===== src/rtl/adc_lvds_frame_tx.sv =====
// adc_lvds_frame_tx
// Transmit-side word generator for an 8x / 2-wire LVDS serializer carrying
// 16-bit ADC samples. After the serializer PLL locks, it sends a training
// phase: the frame pattern on the frame lane and a fixed test word on the
// data lanes. It then streams samples. A bit-rotation offset can be injected
// so that a receive-side bitslip aligner can be exercised in loopback.
//
// Ports:
//   clk           word clock (serializer parallel clock)
//   reset_n       asynchronous active-low reset
//   tx_pll_locked serializer PLL lock, synchronous to clk
//   train_req     single-cycle pulse, restarts training (ignored in IDLE)
//   sample_data   16-bit sample, [15:8] -> lane A, [7:0] -> lane B
//   sample_valid  sample_data is valid
//   sample_ready  combinational, high while streaming (RUN)
//   slip_inject   pulse, rotates all lanes by one more bit (rate limited)
//   frm_out       frame lane word
//   lane_a_out    data lane A word
//   lane_b_out    data lane B word
//   training      high while in TRAIN
//   underflow     high for a cycle after a RUN cycle without a valid sample
//   rot_offset    current injected rotation (0..7)
module adc_lvds_frame_tx #(
  parameter int          TRAIN_CYCLES  = 64,
  parameter logic [7:0]  FRAME_PATTERN = 8'hF0,
  parameter logic [15:0] TEST_PATTERN  = 16'hA5C3
) (
  input  logic        clk,
  input  logic        reset_n,
  input  logic        tx_pll_locked,
  input  logic        train_req,
  input  logic [15:0] sample_data,
  input  logic        sample_valid,
  output logic        sample_ready,
  input  logic        slip_inject,
  output logic [7:0]  frm_out,
  output logic [7:0]  lane_a_out,
  output logic [7:0]  lane_b_out,
  output logic        training,
  output logic        underflow,
  output logic [2:0]  rot_offset
);

  localparam int CW = (TRAIN_CYCLES > 1) ? $clog2(TRAIN_CYCLES) : 1;
  localparam logic [CW-1:0] CNT_LOAD = CW'(TRAIN_CYCLES - 1);

  typedef enum logic [1:0] {
    ST_IDLE  = 2'd0,
    ST_TRAIN = 2'd1,
    ST_RUN   = 2'd2
  } state_e;

  // Left-rotate a lane word by k bits; k=0 leaves it unchanged because a
  // right shift by the full width yields zero.
  function automatic logic [7:0] rot8(input logic [7:0] w, input logic [2:0] k);
    return (w << k) | (w >> (4'd8 - {1'b0, k}));
  endfunction

  state_e        state_q, state_d;
  logic [CW-1:0] cnt_q, cnt_d;
  logic [15:0]   held_q, held_d;
  logic [2:0]    rot_q, rot_d;
  logic [1:0]    lock_q, lock_d;
  logic [7:0]    frm_q, frm_d;
  logic [7:0]    lane_a_q, lane_a_d;
  logic [7:0]    lane_b_q, lane_b_d;
  logic          training_q, training_d;
  logic          underflow_q, underflow_d;
  logic          handshake_s;

  assign sample_ready = (state_q == ST_RUN);
  assign handshake_s  = sample_valid & sample_ready;

  // FSM state and training counter register
  always_ff @(posedge clk or negedge reset_n) begin
    if (!reset_n) begin
      state_q <= ST_IDLE;
      cnt_q   <= '0;
    end else begin
      state_q <= state_d;
      cnt_q   <= cnt_d;
    end
  end

  // Next-state logic: PLL loss dominates, then training restart, then the
  // normal IDLE -> TRAIN -> RUN progression
  always_comb begin
    state_d = state_q;
    cnt_d   = cnt_q;
    if (!tx_pll_locked) begin
      state_d = ST_IDLE;
    end else if (train_req && (state_q != ST_IDLE)) begin
      state_d = ST_TRAIN;
      cnt_d   = CNT_LOAD;
    end else begin
      case (state_q)
        ST_IDLE: begin
          state_d = ST_TRAIN;
          cnt_d   = CNT_LOAD;
        end
        ST_TRAIN: begin
          if (cnt_q == '0) begin
            state_d = ST_RUN;
          end else begin
            cnt_d = cnt_q - CW'(1);
          end
        end
        ST_RUN: begin
          state_d = ST_RUN;
        end
        default: begin
          state_d = ST_IDLE;
        end
      endcase
    end
  end

  // Slip injection with a 3-cycle lockout, and the held sample register
  always_comb begin
    rot_d  = rot_q;
    lock_d = lock_q;
    if (slip_inject && (lock_q == 2'd0)) begin
      rot_d  = rot_q + 3'd1;
      lock_d = 2'd3;
    end else if (lock_q != 2'd0) begin
      lock_d = lock_q - 2'd1;
    end else begin
      lock_d = 2'd0;
    end
    if (handshake_s) begin
      held_d = sample_data;
    end else begin
      held_d = held_q;
    end
  end

  // Output logic: words are built for the state being entered, using the
  // rotation that becomes current on the same edge
  always_comb begin
    frm_d       = 8'h00;
    lane_a_d    = 8'h00;
    lane_b_d    = 8'h00;
    training_d  = 1'b0;
    underflow_d = 1'b0;
    case (state_d)
      ST_IDLE: begin
        frm_d = 8'h00;
      end
      ST_TRAIN: begin
        frm_d      = rot8(FRAME_PATTERN, rot_d);
        lane_a_d   = rot8(TEST_PATTERN[15:8], rot_d);
        lane_b_d   = rot8(TEST_PATTERN[7:0], rot_d);
        training_d = 1'b1;
      end
      ST_RUN: begin
        frm_d       = rot8(FRAME_PATTERN, rot_d);
        lane_a_d    = rot8(held_d[15:8], rot_d);
        lane_b_d    = rot8(held_d[7:0], rot_d);
        // Only a RUN cycle that stays in RUN can starve the stream
        underflow_d = (state_q == ST_RUN) && !sample_valid;
      end
      default: begin
        frm_d = 8'h00;
      end
    endcase
  end

  // Datapath and registered output update
  always_ff @(posedge clk or negedge reset_n) begin
    if (!reset_n) begin
      held_q      <= 16'h0000;
      rot_q       <= 3'd0;
      lock_q      <= 2'd0;
      frm_q       <= 8'h00;
      lane_a_q    <= 8'h00;
      lane_b_q    <= 8'h00;
      training_q  <= 1'b0;
      underflow_q <= 1'b0;
    end else begin
      held_q      <= held_d;
      rot_q       <= rot_d;
      lock_q      <= lock_d;
      frm_q       <= frm_d;
      lane_a_q    <= lane_a_d;
      lane_b_q    <= lane_b_d;
      training_q  <= training_d;
      underflow_q <= underflow_d;
    end
  end

  assign frm_out    = frm_q;
  assign lane_a_out = lane_a_q;
  assign lane_b_out = lane_b_q;
  assign training   = training_q;
  assign underflow  = underflow_q;
  assign rot_offset = rot_q;

endmodule

===== config.mk =====
export PLATFORM = sky130hd
export DESIGN_NAME = adc_lvds_frame_tx
export DESIGN_NICKNAME = d
export VERILOG_FILES = /design/src/rtl/adc_lvds_frame_tx.sv
export SDC_FILE = /design/constraint.sdc
export NUM_CORES = 1
export LEC_CHECK = 0
export BUFFER_PORTS_ARGS = -buffer_cell sky130_fd_sc_hd__buf_2
export CORE_MARGIN = 1.5
export CORE_UTILIZATION = 40
export CTS_BUF_LIST = sky130_fd_sc_hd__clkbuf_8
export DETAILED_ROUTE_END_ITERATION = 8
export PLACE_DENSITY_LB_ADDON = 0.25
export SYNTH_ARGS = -nofsm -noshare
export SYNTH_HDL_FRONTEND = slang
export SYNTH_SLANG_ARGS = --single-unit

===== constraint.sdc =====
create_clock -name clk -period 3.5 [get_ports clk]
set_input_delay 0.175 -clock clk [delete_from_list [all_inputs] [get_ports clk]]
set_output_delay 0.175 -clock clk [all_outputs]
set_load 0.005 [all_outputs]

==> metrics.md, run 1 <==
| Metric | Value |
|---|---|
| CTS max path bufs | 2 |
| Util after Layout | 47.27% |
| Chip height | 94.90 um |
| Synth area leader | dfrtp_1 |
| Setup TNS | 0 ns |
| GP Congestion | 0.9331 |
| Max-slew violations | 0 |
| Post-DR wirelength/cell | 17.46 um |
| Clock tree from TritonCTS | yes |
| Most frequent cells in the layout | dfrtp_1, buf_2, nand2_1 |
| Rel. slew slack | 61.92% |
| Hold Fails Final Rpt | 0 |
| Die Span X | 94.90 um |
| GRT Resource Usage Total | 21.07% |
| Logic pwr share | 65.0% |
| Sw Ratio | 50.58% |
| Clock Power Share | 10.9% |
| Root buffer cell | clkbuf_8 |
| Drt drc | 0 |
| H-tree Lvls | 2 |
| Row cnt | 33 |
| Initial drt markers | 257 |
| Post-synth EDFFs | 0 |
| Post-synth top flop | dfrtp_1 |
| Number of synthesized register bits | 55 |
| Worst-path maximum fanout | 12 |
| Number of antenna violations at the first check in global routing | 0 |
| Crit path capture type | register |
| Post-synthesis cell count | 371 |
| YS warnings | 0 |
| Min Clock Period, post-route | 3.102 ns |
| Overall power | 3.501 mW |
| Remaining antenna violation count after routing | 0 |
| Synth top area share | 40.74% |
| Initial Util | 41.11% |
| Pint | 1.730 mW |
| Gr ovfl total | 0 |
| Static Leak | 1.991 nW |
| Async SR Flop Fraction | 100.0% |
| Max cap viols | 0 |
| Peak VDD IR | 0.4225 mV |
| Global-route wire length before repair | 14660 um |
| CTS Sinks | 55 |
| Sequential-to-total area share from yosys stat | 40.74% |
| Clk slew on worst S/H paths | 0.11 ns |
| Pin slew with the least headroom to its limit | 0.5699 ns |
| # diodes | 0 |
| Via density | 5.858 |
| Port Buffers | 51 |
| Inserted Clock Buffers | 5 |
| Clock Latency Late Sink | 0.32 ns |
| Crit path DAT | 3.30 ns |
| Final hold slack | 0.1092 ns |
| 1st-pass router iterations | 5 |
| R2R Path Start | cnt_q[0]$_DFFE_PN0P_ |
| Peak Freq | 0.3224 GHz |
| Critical Path RT | 3.70 ns |
| Crit share post-route | 88.62% |
| Top post-synthesis cells by area | dfrtp_1, mux2i_1, a21oi_1, nand2_1, nor2_1 |
| Via count | 3093 |
| Mapped cell area | 3378 sq um |
| Startpoint Class | register |
| Vias in the first global route | 2886 |
| Die area | 9006 sq um |
| Worst hold path type | in2reg |
| Syn Area/Cell | 9.106 sq um |
| Pwr Density | 901.4 nW/um^2 |
| CP Class | reg2reg |
| Final HPWL DP | 6684 um |
| Final Setup Violations | 0 |
| Post-synthesis cell type count | 55 |
| Layout cell share with drive strength beyond 1 | 21.28% |
| Filler cells | 789 |
| Synthesized Nets | 402 |
| Total net switching power | 1.771 mW |
| Skew final | 0.006221 ns |
| Area Overhead vs Synth | 14.96% |
| Crit path launch | cnt_q[0]$_DFFE_PN0P_ |
| Hold path startpoint | tx_pll_locked |
| Status | completed |
| IO Pins | 52 |
| Largest net degree at the start of global routing | 35 |
| Core Region | 8217 sq um |
| RSZ-0062 raised after global routing | no |
| Setup Buffers After CTS | 0 |
| Flop pwr share | 24.1% |
| Final nets | 453 |
| Detailed Route WL | 9220 um |
| Most common cell after layout, fill and taps aside | dfrtp_1 |
[path summary, 6_finish.rpt]
check	end	slack [ns]	cells after the start
worst max register to register	lane_a_out[3]$_DFF_PN0_	0.40	12
worst min-delay path	cnt_q[4]$_DFFE_PN0P_	0.11	3
max in group asynchronous	held_q[0]$_DFF_PN0_	2.33	3
min in group asynchronous	lane_a_out[7]$_DFF_PN0_	0.36	2
worst min register to register	cnt_q[3]$_DFFE_PN0P_	0.52	1
worst max-delay path	lane_a_out[3]$_DFF_PN0_	0.40	12
[cell families after synthesis]
logic type                 synth area share [%]
DFF                                       40.74
buffers and inverters                     5.814
muxes                                     12.41
xor gates and xnor gates                  1.778
adders and majority gates                 3.333
and+or+nand+nor                           16.63
AOI/OAI and AO/OA                         19.30
[worst max-delay path, cell delays in order (launching register included)]
cell       delay [ns]
dfrtp_1          0.43
inv_1            0.08
ha_1             0.19
nor3b_1          0.33
nand3_1          0.12
o21bai_1         0.13
nand3b_1         0.13
inv_1            0.09
ha_1             0.33
nand2b_1         0.41
o22ai_1          0.20
a2111oi_0        0.45
nor3_1           0.09
[sequential cells by signal, summed over array words and instances (netlist names)]
signal	count
training	1
held_q	16
underflow	1
cnt_q	6
lane_b_out	8
state_q	2
frm_out	8
lane_a_out	8
rot_offset	3
lock_q	2
[metal layers]
metal / vias to the layer above / wire length (um) / share of wire, % / track usage (%)
li1: 1447 / - / - / -
met1: 1466 / 4372 / 47 / 30.25
met2: 160 / 4062 / 44 / 32.32
met3: 20 / 616 / 6.7 / 3.382
met4: 0 / 168 / 1.8 / 6.468
met5: - / 0 / 0 / 0
[Yosys cell counts (all sizes together) (11+ instances only)]
master / number
a21oi: 26
clkbuf: 16
dfrtp: 55
inv: 24
mux2i: 34
nand2: 34
nand3: 11
nor2: 32
nor3: 11
o21ai: 11
[timing repair]
item,CTS,global route
endpoints found under the hold margin,21,0
hold buffers,1,0
endpoints found under the setup margin,0,1
resized for setup,0,1
[metrics by stage]
step                      std cells  instance area (sq um)  setup WS [ns]
final                           528                   3884         0.3982
after global routing            528                   3884        0.05059
after CTS                       528                   3884         0.3379
after detailed placement        519                   3779         0.3897
after global placement          519                   3779         0.4842
after floorplan                 371                   3378         0.2813
[cell type report]
type / instances / area [sq um] / area share, %
Clock buffer: 5 / 68.82 / 1.772
Clock inverter: 3 / 26.28 / 0.6765
Inverter: 25 / 93.84 / 2.416
Multi-Input combinational cell: 268 / 1809 / 46.59
Sequential cell: 55 / 1376 / 35.44
Tap cell: 105 / 131.4 / 3.383
Timing Repair Buffer: 67 / 377.9 / 9.729
[power by group through the flow]
stage | clock, mW | sequential (mW) | combinational, mW
floorplan | 0 | 0.868 | 1.50
global placement | 0 | 0.850 | 2.23
detailed placement | 0 | 0.859 | 2.22
CTS | 0.391 | 0.846 | 2.23
global route | 0.416 | 0.857 | 2.46
finish | 0.383 | 0.843 | 2.28
No activity file was read; power rests on OpenSTA's default activity.
==> run 2: changes to the inputs <==
--- a/config.mk
+++ b/config.mk
@@ -7,7 +7,7 @@
 export LEC_CHECK = 0
 export BUFFER_PORTS_ARGS = -buffer_cell sky130_fd_sc_hd__buf_2
 export CORE_MARGIN = 1.5
-export CORE_UTILIZATION = 40
+export CORE_UTILIZATION = 53
 export CTS_BUF_LIST = sky130_fd_sc_hd__clkbuf_8
 export DETAILED_ROUTE_END_ITERATION = 8
 export PLACE_DENSITY_LB_ADDON = 0.25
==> constraint.sdc (replaced) <==
create_clock -name clk -period 2.8 [get_ports clk]
set_input_delay 0.14 -clock clk [delete_from_list [all_inputs] [get_ports clk]]
set_output_delay 0.14 -clock clk [all_outputs]
set_load 0.005 [all_outputs]
==> run 2 against run 1 <==
Compared with the run above: via count is 3.3% higher; design area grew 6.5%; critical path depth down 2; maximum frequency is 16% higher; combinational power is 44% higher; register-to-register slack worse by 0.27 ns; critical endpoint is now lane_a_out[5]$_DFF_PN0_; highest routed layer unchanged.
==> metrics.md, run 2 (synthesis gave the netlist of run 1 again) <==
| Metric | Value |
|---|---|
| Pwr Density | 1181 nW/um^2 (+31%) |
| Crit path launch | lock_q[1]$_DFF_PN0_ |
| Final nets | 467 (+3.1%) |
| Rel. slew slack | 45.66% (-16 points) |
| Root buffer cell | clkbuf_8 |
| Peak Freq | 0.3749 GHz (+16%) |
| Global-route wire length before repair | 15750 um (+7.5%) |
| Pin slew with the least headroom to its limit | 0.8151 ns (+0.2452 ns) |
| Crit share post-route | 95.27% (+6.7 points) |
| Max reg flops | 16 (unchanged) |
| Post-DR wirelength/cell | 18.91 um (+8.3%) |
| Drt drc | 0 (unchanged) |
| Area Overhead vs Synth | 22.48% |
| Die area | 6862 sq um (-24%) |
| Status | completed |
| Peak VDD IR | 1.217 mV (+190%) |
| RSZ-0062 raised after global routing | yes |
| CTS Sinks | 55 (unchanged) |
| Worst-path maximum fanout | 17 (+5) |
| Kind of cell adding the most delay to the critical path | compound AO/OA/AOI/OAI gates |
| Static Leak | 2.120 nW (+6.4%) |
| Gr ovfl total | 0 (unchanged) |
| Skew final | 0.005028 ns (-0.001192 ns) |
| Clock Latency Late Sink | 0.31 ns (about the same) |
| Number of antenna violations at the first check in global routing | 0 (unchanged) |
| Hold Fails Final Rpt | 0 (unchanged) |
| Most frequent cells in the layout | dfrtp_1, buf_2, mux2i_1 |
| Hold Path Stages | 3 (unchanged) |
| WHS Endpoint | lock_q[0]$_DFF_PN0_ |
| Layout cell share with drive strength beyond 1 | 27.92% (+6.6 points) |
| Via count | 3196 (+3.3%) |
| CTS max path bufs | 2 (unchanged) |
| Clock tree from TritonCTS | yes |
| Reg2Reg Depth | 10 (-2) |
| Port Buffers | 51 (unchanged) |
| Setup TNS | 0 ns (unchanged) |
| Startpoint Class | register |
| Final HPWL DP | 7159 um (+7.1%) |
| IO Pins | 52 (unchanged) |
| Via density | 6.242 (+6.6%) |
| Max cap viols | 0 (unchanged) |
| Max-slew violations | 0 (unchanged) |
| Chip height | 82.84 um (-13%) |
| H-tree Lvls | 2 (unchanged) |
| Min Clock Period, post-route | 2.668 ns (-0.4341 ns) |
| Overall power | 4.886 mW (+40%) |
| Crit path capture type | register |
| Crit path DAT | 2.88 ns (-0.42 ns) |
| Clk slew on worst S/H paths | 0.10 ns (about the same) |
| Worst hold path type | in2reg |
| Vias in the first global route | 3061 (+6.1%) |
| Critical-path cell list | nor3b_4 > mux2i_4 > nand2_1 > inv_2 > ha_2 > buf_12 > a21oi_1 > buf_4 > a221oi_1 > o31ai_2 |
| GP Congestion | 0.9726 (+4.2%) |
| R2R Path Start | lock_q[1]$_DFF_PN0_ |
| CP max stage delay | 0.44 ns (about the same) |
| Bufs and invs on worst path | 3 (+1) |
| Row cnt | 28 (-15%) |
| Core Region | 6026 sq um (-27%) |
| Largest net degree at the start of global routing | 37 (+5.7%) |
| Initial Util | 56.06% (+15 points) |
| # diodes | 0 (unchanged) |
| Most flops, register | held_q |
| Hold path startpoint | slip_inject |
| Inserted Clock Buffers | 5 (unchanged) |
| Most common cell after layout, fill and taps aside | dfrtp_1 |
| Flop2flop setup slack | 0.13 ns (-0.27 ns) |
| Detailed Route WL | 9683 um (+5.0%) |
| Initial drt markers | 350 (+36%) |
| Remaining antenna violation count after routing | 0 (unchanged) |
| Critical Path RT | 3.01 ns (-0.69 ns) |
| 1st-pass router iterations | 5 (unchanged) |
| FF-to-FF End | lane_a_out[5]$_DFF_PN0_ |
| GRT Resource Usage Total | 28.63% (+7.6 points) |
| Crit-path slowest cell | dfrtp_1 |
| Util after Layout | 68.67% (+21 points) |
| Final Setup Violations | 0 (unchanged) |
| Die Span X | 82.84 um (-13%) |
| CP Class | reg2reg |
==> run 2: changes by cell type in the layout (fill, tap and decap cells not counted), sizes merged <==
| cell | delta |
|---|---|
| buf | +14 |
| bufinv | +1 |
| clkinv | +1 |
| inv | -2 |
==> run 2: timing repair <==
item,4_1_cts,5_1_grt
buffers inserted,0,2
hold buffers,1,0
endpoints found under the hold margin,34,0
endpoints found under the setup margin,5,15
pin swaps,0,3
gates resized for setup,1,21
==> run 2: how the worst max path moves through the flow <==
stage                              end  slack, ns  cells after the start
2_1_floorplan  lane_a_out[3]$_DFF_PN0_       0.01                     12
4_1_cts        lane_b_out[0]$_DFF_PN0_       0.03                     11
6_report       lane_a_out[5]$_DFF_PN0_       0.13                     10
3_5_place_dp   lane_b_out[0]$_DFF_PN0_      -0.06                     11
5_1_grt        lane_a_out[5]$_DFF_PN0_      -0.04                     10
3_3_place_gp   lane_b_out[0]$_DFF_PN0_       0.01                     11
==> run 2: per-layer routing <==
metal / wire [um] / track usage [%]
met2: 4329 / 43.68
met3: 801 / 4.771
met1: 4298 / 41.48
met5: 0 / 0
met4: 254 / 9.848
==> run 2: power breakdown <==
| part | internal [mW] | leakage, nW | switching [mW] | total [mW] |
|---|---|---|---|---|
| combinational | 1.28 | 1.35 | 2.02 | 3.29 |
| clock | 0.272 | 0.0587 | 0.274 | 0.546 |
| sequential | 0.968 | 0.708 | 0.0773 | 1.05 |
| total | 2.52 | 2.12 | 2.37 | 4.89 |
==> run 2: layout make-up <==
class / count / area, sq um
fillers: 496 / 1888
inverters: 25 / 93.84
clock buffers: 5 / 68.82
repair buffers: 81 / 533.0
well taps: 75 / 93.84
flip-flops and latches: 55 / 1376
clock inverters: 3 / 47.55
multi-input cells: 268 / 1924
==> run 2: metrics by stage <==
stage	setup slack, ns	cells	area (sq um)	hold WS [ns]
2_1_floorplan	0.01467	371	3448	-0.1556
3_3_place_gp	0.01368	501	3925	0.2540
3_5_place_dp	-0.06453	501	3925	0.2706
4_1_cts	0.03449	510	4056	0.06548
5_1_grt	-0.03983	512	4138	0.07579
6_report	0.1324	512	4138	0.06926
==> run 2: worst reg2reg max path, delay by kind of cell (launching register included) <==
kind | cells | cell delay [ns]
compound gates | 3 | 0.59
fa+ha+maj | 1 | 0.30
buf+inv | 3 | 0.45
flops | 1 | 0.44
mux | 1 | 0.34
simple gates | 2 | 0.44
